==> config.mk <==
export PLATFORM = sky130hd
export DESIGN_NAME = memory_arbiter
export DESIGN_NICKNAME = d
export VERILOG_FILES = /design/src/rtl/memory_arbiter.sv
export SDC_FILE = /design/constraint.sdc
export NUM_CORES = 1
export LEC_CHECK = 0
export BUFFER_PORTS_ARGS = -buffer_cell sky130_fd_sc_hd__buf_2
export CAP_MARGIN = 10
export CORE_MARGIN = 2
export CORE_UTILIZATION = 35
export CTS_CLUSTER_DIAMETER = 50
export DETAILED_ROUTE_END_ITERATION = 10
export PLACE_DENSITY = 0.77
export SYNTH_ARGS = -nofsm -noshare
export SYNTH_HDL_FRONTEND = slang
export SYNTH_SLANG_ARGS = --single-unit
==> constraint.sdc <==
create_clock -name clk -period 4.81 [get_ports clk]
set_clock_uncertainty 0.2 [all_clocks]
set_input_delay 0.481 -clock clk [delete_from_list [all_inputs] [get_ports clk]]
set_output_delay 0.481 -clock clk [all_outputs]
set_load 0.02 [all_outputs]
==> src/rtl/memory_arbiter.sv <==
// ----------------------------------------------------------------------------
// memory_arbiter
//
// Round-robin request/grant arbiter that shares the single-ported memory_unit
// between NUM_CH requesters (traversal unit, execute module, allocator/GC).
// One transaction runs at a time. A channel is granted, and its func, address
// and write data are latched. mem_execute is pulsed once. The arbiter waits
// for is_ready (mem_ready) to fall and rise again. It then returns read data
// with a one-cycle done pulse to the owner.
//
// Optional feature: define ARB_LOCK_EN to enable req_lock. A channel that
// completes with req_lock set keeps the grant, so it can run multi-access
// atomic sequences. When ARB_LOCK_EN is undefined, req_lock is ignored and no
// lock logic is built.
//
// Ports
//   clk            in   system clock
//   rst            in   asynchronous active-low reset
//   req            in   [NUM_CH]        per-channel request, held until done
//   req_func       in   [2*NUM_CH]      memory func, channel i at [2i+1:2i]
//   req_address    in   [ADDR_W*NUM_CH] address per channel
//   req_write_data in   [DATA_W*NUM_CH] write data per channel
//   req_lock       in   [NUM_CH]        keep grant after completion
//   grant          out  [NUM_CH]        one-hot owner of the memory port
//   done           out  [NUM_CH]        one-cycle completion pulse to owner
//   rd_data        out  [DATA_W]        read_data captured at completion
//   mem_func       out  [2]             to memory_unit
//   mem_execute    out                  to memory_unit, one-cycle pulse
//   mem_address    out  [ADDR_W]        to memory_unit
//   mem_write_data out  [DATA_W]        to memory_unit
//   mem_ready      in                   memory_unit is_ready
//   read_data      in   [DATA_W]        memory_unit read_data
// ----------------------------------------------------------------------------
`ifndef MEMORY_ADDR_WIDTH
`define MEMORY_ADDR_WIDTH 16
`endif
`ifndef MEMORY_DATA_WIDTH
`define MEMORY_DATA_WIDTH 32
`endif

module memory_arbiter #(
    parameter int NUM_CH = 2,
    parameter int ADDR_W = `MEMORY_ADDR_WIDTH,
    parameter int DATA_W = `MEMORY_DATA_WIDTH
) (
    input  logic                     clk,
    input  logic                     rst,
    input  logic [NUM_CH-1:0]        req,
    input  logic [2*NUM_CH-1:0]      req_func,
    input  logic [ADDR_W*NUM_CH-1:0] req_address,
    input  logic [DATA_W*NUM_CH-1:0] req_write_data,
    input  logic [NUM_CH-1:0]        req_lock,
    output logic [NUM_CH-1:0]        grant,
    output logic [NUM_CH-1:0]        done,
    output logic [DATA_W-1:0]        rd_data,
    output logic [1:0]               mem_func,
    output logic                     mem_execute,
    output logic [ADDR_W-1:0]        mem_address,
    output logic [DATA_W-1:0]        mem_write_data,
    input  logic                     mem_ready,
    input  logic [DATA_W-1:0]        read_data
);

    localparam int CH_W = $clog2(NUM_CH);
    localparam logic [CH_W-1:0]   LAST_RST = CH_W'(NUM_CH - 1);
    localparam logic [NUM_CH-1:0] ONE_HOT0 = NUM_CH'(1);

    typedef enum logic [1:0] {
        IDLE  = 2'd0,
        ISSUE = 2'd1,
        BUSY  = 2'd2,
        DONE  = 2'd3
    } state_t;

    state_t              state_q, state_d;
    logic [NUM_CH-1:0]   grant_q, grant_d;
    logic [NUM_CH-1:0]   done_q, done_d;
    logic [DATA_W-1:0]   rd_data_q, rd_data_d;
    logic                exec_q, exec_d;
    logic [1:0]          func_q, func_d;
    logic [ADDR_W-1:0]   addr_q, addr_d;
    logic [DATA_W-1:0]   wdata_q, wdata_d;
    logic [CH_W-1:0]     last_q, last_d;
    logic [CH_W-1:0]     ch_q, ch_d;
    // Set once BUSY has either seen mem_ready low or spent one full cycle
    // with it high. The next mem_ready=1 sample then completes the access.
    logic                armed_q, armed_d;

`ifdef ARB_LOCK_EN
    logic                locked_q, locked_d;
`else
    logic                unused_req_lock;
    assign unused_req_lock = ^req_lock;
`endif

    // Per-channel request fields, split out of the flat buses.
    logic [1:0]          ch_func  [NUM_CH];
    logic [ADDR_W-1:0]   ch_addr  [NUM_CH];
    logic [DATA_W-1:0]   ch_wdata [NUM_CH];

    for (genvar gi = 0; gi < NUM_CH; gi++) begin : g_unpack
        assign ch_func[gi]  = req_func[2*gi +: 2];
        assign ch_addr[gi]  = req_address[ADDR_W*gi +: ADDR_W];
        assign ch_wdata[gi] = req_write_data[DATA_W*gi +: DATA_W];
    end

    // Round-robin pick: search last+1, last+2, ... (mod NUM_CH). The loop runs
    // from the farthest candidate to the nearest, so the nearest requester
    // wins.
    logic                pick_valid;
    logic [CH_W-1:0]     pick_ch;
    int                  rr_idx;

    always_comb begin
        pick_valid = 1'b0;
        pick_ch    = '0;
        rr_idx     = 0;
        for (int k = NUM_CH; k >= 1; k--) begin
            rr_idx = int'(last_q) + k;
            if (rr_idx >= NUM_CH) begin
                rr_idx = rr_idx - NUM_CH;
            end
            if (req[CH_W'(rr_idx)]) begin
                pick_valid = 1'b1;
                pick_ch    = CH_W'(rr_idx);
            end
        end
    end

    logic                start;
    logic [CH_W-1:0]     start_ch;

    always_comb begin
        state_d   = state_q;
        grant_d   = grant_q;
        done_d    = '0;
        rd_data_d = rd_data_q;
        exec_d    = 1'b0;
        func_d    = func_q;
        addr_d    = addr_q;
        wdata_d   = wdata_q;
        last_d    = last_q;
        ch_d      = ch_q;
        armed_d   = armed_q;
`ifdef ARB_LOCK_EN
        locked_d  = locked_q;
`endif
        start     = 1'b0;
        start_ch  = pick_ch;

        case (state_q)
            IDLE: begin
`ifdef ARB_LOCK_EN
                // While locked, only the owner may start. The owner gives up
                // the lock by dropping both req and req_lock.
                if (locked_q) begin
                    start_ch = ch_q;
                    if (req[ch_q] && mem_ready) begin
                        start = 1'b1;
                    end else if (!req[ch_q] && !req_lock[ch_q]) begin
                        locked_d = 1'b0;
                        grant_d  = '0;
                    end
                end else
`endif
                if (mem_ready && pick_valid) begin
                    start = 1'b1;
                end

                if (start) begin
                    state_d = ISSUE;
                    ch_d    = start_ch;
                    grant_d = ONE_HOT0 << start_ch;
                    func_d  = ch_func[start_ch];
                    addr_d  = ch_addr[start_ch];
                    wdata_d = ch_wdata[start_ch];
                    armed_d = 1'b0;
                end
            end

            ISSUE: begin
                exec_d  = 1'b1;
                armed_d = 1'b0;
                state_d = BUSY;
            end

            BUSY: begin
                if (!mem_ready) begin
                    armed_d = 1'b1;
                end else if (armed_q) begin
                    rd_data_d = read_data;
                    done_d    = grant_q;
                    state_d   = DONE;
                end else begin
                    armed_d = 1'b1;
                end
            end

            DONE: begin
                state_d = IDLE;
                last_d  = ch_q;
                func_d  = '0;
                addr_d  = '0;
                wdata_d = '0;
`ifdef ARB_LOCK_EN
                if (req_lock[ch_q]) begin
                    locked_d = 1'b1;
                end else begin
                    grant_d = '0;
                end
`else
                grant_d = '0;
`endif
            end

            default: begin
                state_d = IDLE;
            end
        endcase
    end

    always_ff @(posedge clk or negedge rst) begin
        if (!rst) begin
            state_q   <= IDLE;
            grant_q   <= '0;
            done_q    <= '0;
            rd_data_q <= '0;
            exec_q    <= 1'b0;
            func_q    <= '0;
            addr_q    <= '0;
            wdata_q   <= '0;
            last_q    <= LAST_RST;
            ch_q      <= '0;
            armed_q   <= 1'b0;
`ifdef ARB_LOCK_EN
            locked_q  <= 1'b0;
`endif
        end else begin
            state_q   <= state_d;
            grant_q   <= grant_d;
            done_q    <= done_d;
            rd_data_q <= rd_data_d;
            exec_q    <= exec_d;
            func_q    <= func_d;
            addr_q    <= addr_d;
            wdata_q   <= wdata_d;
            last_q    <= last_d;
            ch_q      <= ch_d;
            armed_q   <= armed_d;
`ifdef ARB_LOCK_EN
            locked_q  <= locked_d;
`endif
        end
    end

    assign grant          = grant_q;
    assign done           = done_q;
    assign rd_data        = rd_data_q;
    assign mem_execute    = exec_q;
    assign mem_func       = func_q;
    assign mem_address    = addr_q;
    assign mem_write_data = wdata_q;

endmodule

==> impl_metrics.csv, run 1 <==
group,metric,value,unit
run_status,status,"completed",
clock_network,cts_tree,"done",
placed_design,dp_slack,2.19,ns
global_routing,grt_max_degree,57,
synth,synthFlopType,"dfrtp_1",
synth,synth_cell_types,26,
drt,routed_wl,9920,um
setup_path,required,4.89,ns
drt,drc,0,
timing,finalSetupViolCount,0,
synth,ys_seq_area_share,53.3,%
setup_path,crit_path_start_kind,"flip-flop",
synth,yosysTopAreaCell,"dfrtp_1",
worst_hold_path,min-delay-start,"read_data[28]",
drt,wl_per_cell,15.4,um
placed_design,port_buffers,222,
cells_and_area,diodes,0,
floorplanning,fp.dieW,115,um
setup_path,path_buf_inv,2,
worst_hold_path,min_to,"rd_data[28]",
global_routing,grt_pass1_vias,3141,
global_routing,grt_pass1_wl,15100,um
synth,synth-seq-cells,92,
synth,syn-cell-area,4320,um^2
synth,syn_inst,277,
timing,slew_headroom,36.6,%
worst_hold_path,whs_path_depth,2,
setup_path,critPathKind,"flip-flop to flip-flop",
floorplanning,fp-row-count,40,
synth,syn-num-nets,421,
power_and_ir_drop,power_switching,1.38,mW
clock_network,ctsResizeCount,0,
power_and_ir_drop,power.density,611,nW/um^2
setup_path,r2r_end,"grant[1]",
clock_network,cts-root-buf,"clkbuf_16",
drt,detail-route-antenna-nets,0,
power_and_ir_drop,internal_power,2.16,mW
cells_and_area,num-nets-final,636,
synth,synth_edf_count,0,
synth,synthTopCellsByArea,"dfrtp_1, o2bb2ai_2, mux2i_1",
worst_hold_path,min_path_type,"primary input to flip-flop",
timing,grt_setup_unrepaired,"false",
timing,hold_viol,0,
power_and_ir_drop,ir_drop,0.344,mV
floorplanning,dieArea,13200,um^2
setup_path,cp_slowest_cell,"buf_4",
power_and_ir_drop,pwr-share-clk,19.9,%
cells_and_area,drive_gt1_share,66.4,%
setup_path,slowest_delay,0.64,ns
placed_design,place_congestion,0.720,
synth,synth_top_area_share,52.7,%
power_and_ir_drop,leakagePower,3.11,nW
power_and_ir_drop,p_total,3.54,mW
floorplanning,initial_utilization,36.0,%
cells_and_area,area_delta_synth_final,34.2,%
setup_path,reg2reg_from,"state_q[0]",
clock_network,htree_levels,3,
setup_path,worst_setup_path_end_kind,"flip-flop",
timing,timing.setup.tns,0,ns
synth,synth-async-reset-ratio,100,%
clock_network,cts_buffer_depth,2,
global_routing,grt_overflow,0,
synth,synth_area_per_cell,15.6,um^2
setup_path,crit_cells,6,
setup_path,crit_family,"compound AO/OA/AOI/OAI gates",
placed_design,place_hpwl,7290,um
timing,max_slew.worst_pin.slew,0.951,ns
setup_path,worstPathMaxFanout,37,
timing,min_period,2.60,ns
global_routing,track_usage,14.9,%
floorplanning,die_h,115,um
timing,setup_ws,2.21,ns
synth,synth_warnings,0,
run,cap_violations,0,
clock_network,tritoncts_num_sinks,92,
setup_path,r2r_slack,2.21,ns
clock_network,cts_buffers,9,
drt,vias,3102,
clock_network,insertion_delay,0.34,ns
timing,fin_crit_sh,54.1,%
floorplanning,core,12000,um^2
timing,timing.final.max_slew_violations,0,
timing,max_freq,0.384,GHz
setup_path,cp_cell_sequence,"inv_1, ha_1, nand3_2, a21boi_4, buf_4, a21o_1",
global_routing,antenna_found_initial,0,
power_and_ir_drop,swShare,39.0,%
setup_path,reg2reg_depth,6,
clock_network,path_clk_slew,0.07,ns
setup_path,worstPathArrival,2.68,ns
drt,drt-pass1-iter-count,4,
floorplanning,io_pins,226,
drt,drtIter0Drc,89,
power_and_ir_drop,p_seq_share,35.8,%
drt,vias_per_cell,4.82,
power_and_ir_drop,combinationalPowerShare,44.2,%
## cells in the final DEF, fill, tap and decap left out, types with 2 or more instances in the layout
| cell | instances |
|---|---|
| buf_2 | 221 |
| ha_1 | 5 |
| nor2_1 | 2 |
| a21o_1 | 2 |
| inv_6 | 3 |
| inv_1 | 6 |
| clkbuf_16 | 9 |
| buf_4 | 3 |
| o2bb2ai_2 | 50 |
| dfrtp_1 | 91 |
| o21ai_0 | 2 |
| nand3_2 | 2 |
| mux2_2 | 34 |
| mux2i_1 | 50 |
## worst register-to-register path, cell delays in order, from the launching register on
cell and delay (ns):
dfrtp_1 0.40, inv_1 0.10, ha_1 0.26, nand3_2 0.14
a21boi_4 0.60, buf_4 0.65, a21o_1 0.20
## kinds of logic (layout without fill, tap and decap cells)
kind of cell	Yosys count	count (layout)	synth area share, %
buffers and inverters	27	247	4.23
adder cells (fa/ha/maj)	5	5	1.45
multiplexers	84	84	20.5
AO/OA/AOI/OAI	60	60	19.2
flip-flops	92	92	53.3
AND/OR/NAND/NOR	9	9	1.30
## synthesized netlist by cell type (2+ instances only)
library cell and instances:
mux2_2 34, nand3_2 2, nor2_1 2, buf_8 5
mux2i_1 50, a21o_1 2, buf_2 14, inv_1 6
dfrtp_1 91, o21ai_0 2, ha_1 5, o2bb2ai_2 50
## metrics by stage
step	hold slack [ns]	cells	area (um^2)	utilization (%)
floorplan	-0.0146	277	4320	-
global placement	0.258	627	5490	45.7
detailed placement	0.272	627	5490	45.7
CTS	0.146	644	5800	48.3
global route	0.146	644	5800	48.3
finish	0.163	644	5800	48.3
## power groups by stage
stage	combinational [mW]	sequential, mW	clock, mW
after floorplan	0.764	1.61	0
after global placement	1.55	1.26	0
after detailed placement	1.59	1.28	0
after CTS	1.60	1.27	0.735
after global routing	1.68	1.31	0.772
final	1.57	1.27	0.707
## sequential cells by signal, indices dropped and copies added, names as in the netlist
signal	count
mem_write_data	32
rd_data	32
mem_address	16
done	2
grant	2
mem_func	2
state_q	2
armed_q	1
ch_q	1
last_q	1
mem_execute	1
## worst max path at each step
stage	from	endpoint	slack (ns)
floorplan	state_q[0]	mem_address[0]	3.11
global placement	state_q[0]	grant[0]	2.27
detailed placement	state_q[0]	grant[1]	2.19
CTS	state_q[0]	grant[1]	2.16
global route	state_q[0]	grant[0]	2.04
finish	state_q[0]	grant[1]	2.21
## area by class of cell
type                    count  area [um^2]
clock buffers              10          229
clock inverters             6         68.8
fillers                  1049         6210
inverters                   6         22.5
multi-input cells         158         1850
flip-flops and latches     92         2300
well taps                 147          184
repair buffers            225         1140
## routing by layer
metal | part of all wire, % | vias to the layer above | global-route usage (%)
li1 | - | 1466 | -
met1 | 41 | 1479 | 17.1
met2 | 49 | 147 | 25.7
met3 | 8.7 | 10 | 4.74
met4 | 1.3 | 0 | 6.51
met5 | 0 | - | 0
## what timing repair did
action | CTS | global route
hold buffers | 1 | 0
setup buffers | 0 | 0
endpoints found under the hold margin | 36 | 0
endpoints found under the setup margin | 0 | 0
Power figures use the tool's default switching activity.
==> inputs of run 2 (changes only) <==
--- a/config.mk
+++ b/config.mk
@@ -5,13 +5,14 @@
 export SDC_FILE = /design/constraint.sdc
 export NUM_CORES = 1
 export LEC_CHECK = 0
+export ABC_AREA = 1
 export BUFFER_PORTS_ARGS = -buffer_cell sky130_fd_sc_hd__buf_2
 export CAP_MARGIN = 10
 export CORE_MARGIN = 2
 export CORE_UTILIZATION = 35
 export CTS_CLUSTER_DIAMETER = 50
 export DETAILED_ROUTE_END_ITERATION = 10
-export PLACE_DENSITY = 0.77
+export PLACE_DENSITY = 0.76
 export SYNTH_ARGS = -nofsm -noshare
 export SYNTH_HDL_FRONTEND = slang
 export SYNTH_SLANG_ARGS = --single-unit
==> constraint.sdc (replaced) <==
create_clock -name clk -period 2.5 [get_ports clk]
set_clock_uncertainty 0.2 [all_clocks]
set_input_delay 0.25 -clock clk [delete_from_list [all_inputs] [get_ports clk]]
set_output_delay 0.25 -clock clk [all_outputs]
set_load 0.02 [all_outputs]
==> run 2 against run 1 <==
  * Die area increased by 4.8%
  * Non-clock buffer count grew 41
  * Global-route usage up 4.8 points
  * Critical endpoint is now grant[0]
  * Clock power increased by 110%
  * First-iteration DRC count grew to 2.6 times the previous value
==> impl_metrics.csv, run 2 <==
group,metric,value,unit
run_status,status,"completed",
run,cap_violations,0,
timing,finalSetupViolCount,0,
synth,syn_inst,578,
clock_network,cts-root-buf,"clkbuf_16",
clock_network,cts_buffer_depth,2,
floorplanning,fp-row-count,41,
worst_hold_path,whs_path_depth,5,
drt,vias_per_cell,4.78,
worst_hold_path,min_path_type,"primary input to flip-flop",
synth,synth_most_common_cell,"nand2_1",
cells_and_area,diodes,0,
synth,synth_area_per_cell,7.84,um^2
synth,synth_top_area_share,50.2,%
clock_network,htree_levels,3,
setup_path,worstPathMaxFanout,54,
timing,min_period,1.92,ns
floorplanning,io_pins,226,
placed_design,port_buffers,222,
clock_network,insertion_delay,0.33,ns
drt,detail-route-antenna-nets,0,
global_routing,grt_pass1_vias,4579,
synth,ys_seq_area_share,50.8,%
placed_design,place_congestion,0.784,
timing,grt_setup_unrepaired,"false",
synth,syn-cell-area,4530,um^2
synth,synth_cell_types,17,
power_and_ir_drop,p_total,7.50,mW
floorplanning,core,12600,um^2
cells_and_area,num-nets-final,953,
cells_and_area,area_delta_synth_final,40.6,%
drt,drtIter0Drc,228,
timing,timing.setup.tns,0,ns
timing,slew_headroom,58.3,%
clock_network,tritoncts_num_sinks,92,
power_and_ir_drop,ir_drop,0.582,mV
timing,fin_crit_sh,76.8,%
placed_design,dp_slack,0.565,ns
floorplanning,dieArea,13900,um^2
timing,max_slew.worst_pin.slew,0.623,ns
clock_network,path_clk_slew,0.06,ns
synth,synth-async-reset-ratio,100,%
synth,synth-seq-cells,92,
synth,synthTopCellsByArea,"dfrtp_1, nand3_1, nand2_1",
timing,timing.final.max_slew_violations,0,
timing,max_freq,0.521,GHz
global_routing,track_usage,19.7,%
setup_path,required,2.55,ns
setup_path,critPathKind,"flip-flop to flip-flop",
timing,hold_viol,0,
power_and_ir_drop,leakagePower,3.71,nW
setup_path,worst_setup_path_end_kind,"flip-flop",
cells_and_area,regArea,2300,um^2
global_routing,grt_pass1_wl,22400,um
drt,vias,4712,
global_routing,antenna_found_initial,0,
setup_path,reg2reg_depth,7,
drt,drt-pass1-iter-count,4,
placed_design,place_hpwl,8850,um
setup_path,crit_path_start_kind,"flip-flop",
power_and_ir_drop,power.density,1180,nW/um^2
floorplanning,fp.dieW,118,um
clock_network,cts_buffers,9,
synth,ys_top_cells_by_count,"nand2_1, nand3_1, dfrtp_1",
clock_network,cts_tree,"done",
synth,synth_warnings,0,
drt,wl_per_cell,13.6,um
drt,routed_wl,13400,um
floorplanning,initial_utilization,35.9,%
synth,syn-num-nets,722,
global_routing,grt_max_degree,55,
cells_and_area,final.fill_count,1226,
synth,yosysTopAreaCell,"dfrtp_1",
synth,synth_edf_count,0,
setup_path,worstPathArrival,1.97,ns
cells_and_area,final_common_cell,"nand2_1",
synth,synthFlopType,"dfrtp_1",
cells_and_area,drive_gt1_share,31.7,%
clock_network,post-cts-setup-buffers,0,
global_routing,grt_overflow,0,
timing,setup_ws,0.581,ns
drt,drc,0,
cells_and_area,multi_input_area,1930,um^2
floorplanning,die_h,118,um
cells_and_area,final_cell_mix,"nand2_1, buf_2, nand3_1",
==> run 2: worst max-delay path, stage by stage, from the launching register on <==
cell	delay [ns]
dfrtp_1	0.40
inv_1	0.10
ha_1	0.26
inv_1	0.08
nand2_2	0.07
nand2_4	0.44
nand3_1	0.13
o21ai_0	0.11
==> run 2: metal layers <==
metal	global-route usage (%)	up-vias	routed length [um]
met5	0	-	0
li1	-	2345	-
met4	7.30	0	250
met1	25.0	2167	5740
met2	32.7	179	6420
met3	4.51	21	982
==> run 2: cells by family (layout without fill, tap and decap cells) <==
kind of cell             Yosys count  after routing  share of synthesized area, %
AND/OR/NAND/NOR                  422            422                          40.7
AO/OA/AOI/OAI                      5              5                         0.552
adder cells (fa/ha/maj)            5              5                          1.38
buffers and inverters             54            290                          6.54
flip-flops                        92             92                          50.8
==> run 2: cell type report <==
class,instances,share of cell area (%)
clock buffers,10,3.75
well taps,172,3.38
repair buffers,266,24.6
inverters,8,0.471
flip-flops and latches,92,36.2
multi-input cells,432,30.3
clock inverters,6,1.36
==> run 2: final timing paths <==
| path | end | start | slack [ns] |
|---|---|---|---|
| setup / recovery | grant[0] | state_q[0] | 0.58 |
| hold / removal | mem_write_data[15] | req_write_data[15] | 0.02 |
| setup reg to reg | grant[0] | state_q[0] | 0.58 |
| hold reg to reg | rd_data[30] | rd_data[30] | 0.27 |
| max in group asynchronous | mem_write_data[0] | rst | 1.33 |
| min in group asynchronous | rd_data[14] | rst | 0.12 |
==> run 2: power breakdown <==
| group | total (mW) | switching [mW] | internal (mW) | leakage, nW |
|---|---|---|---|---|
| Clock | 1.47 | 0.564 | 0.903 | 0.159 |
| Sequential | 2.49 | 0.343 | 2.14 | 1.17 |
| Combinational | 3.55 | 2.40 | 1.15 | 2.39 |
| Total | 7.50 | 3.31 | 4.20 | 3.71 |
==> run 2: repair_timing <==
item                                   4_1_cts  5_1_grt
hold buffers                                33        0
endpoints found under the hold margin      123        0
resized for setup                            0        0
==> run 2: stage by stage <==
step	std cells	util, %	hold WS (ns)	area (um^2)
CTS	986	50.5	0.00119	6370
finish	986	50.5	0.0208	6370
floorplan	578	-	-0.246	4530
global route	986	50.5	0.0276	6370
detailed placement	937	45.3	-0.0597	5710
global placement	937	45.3	-0.0650	5710
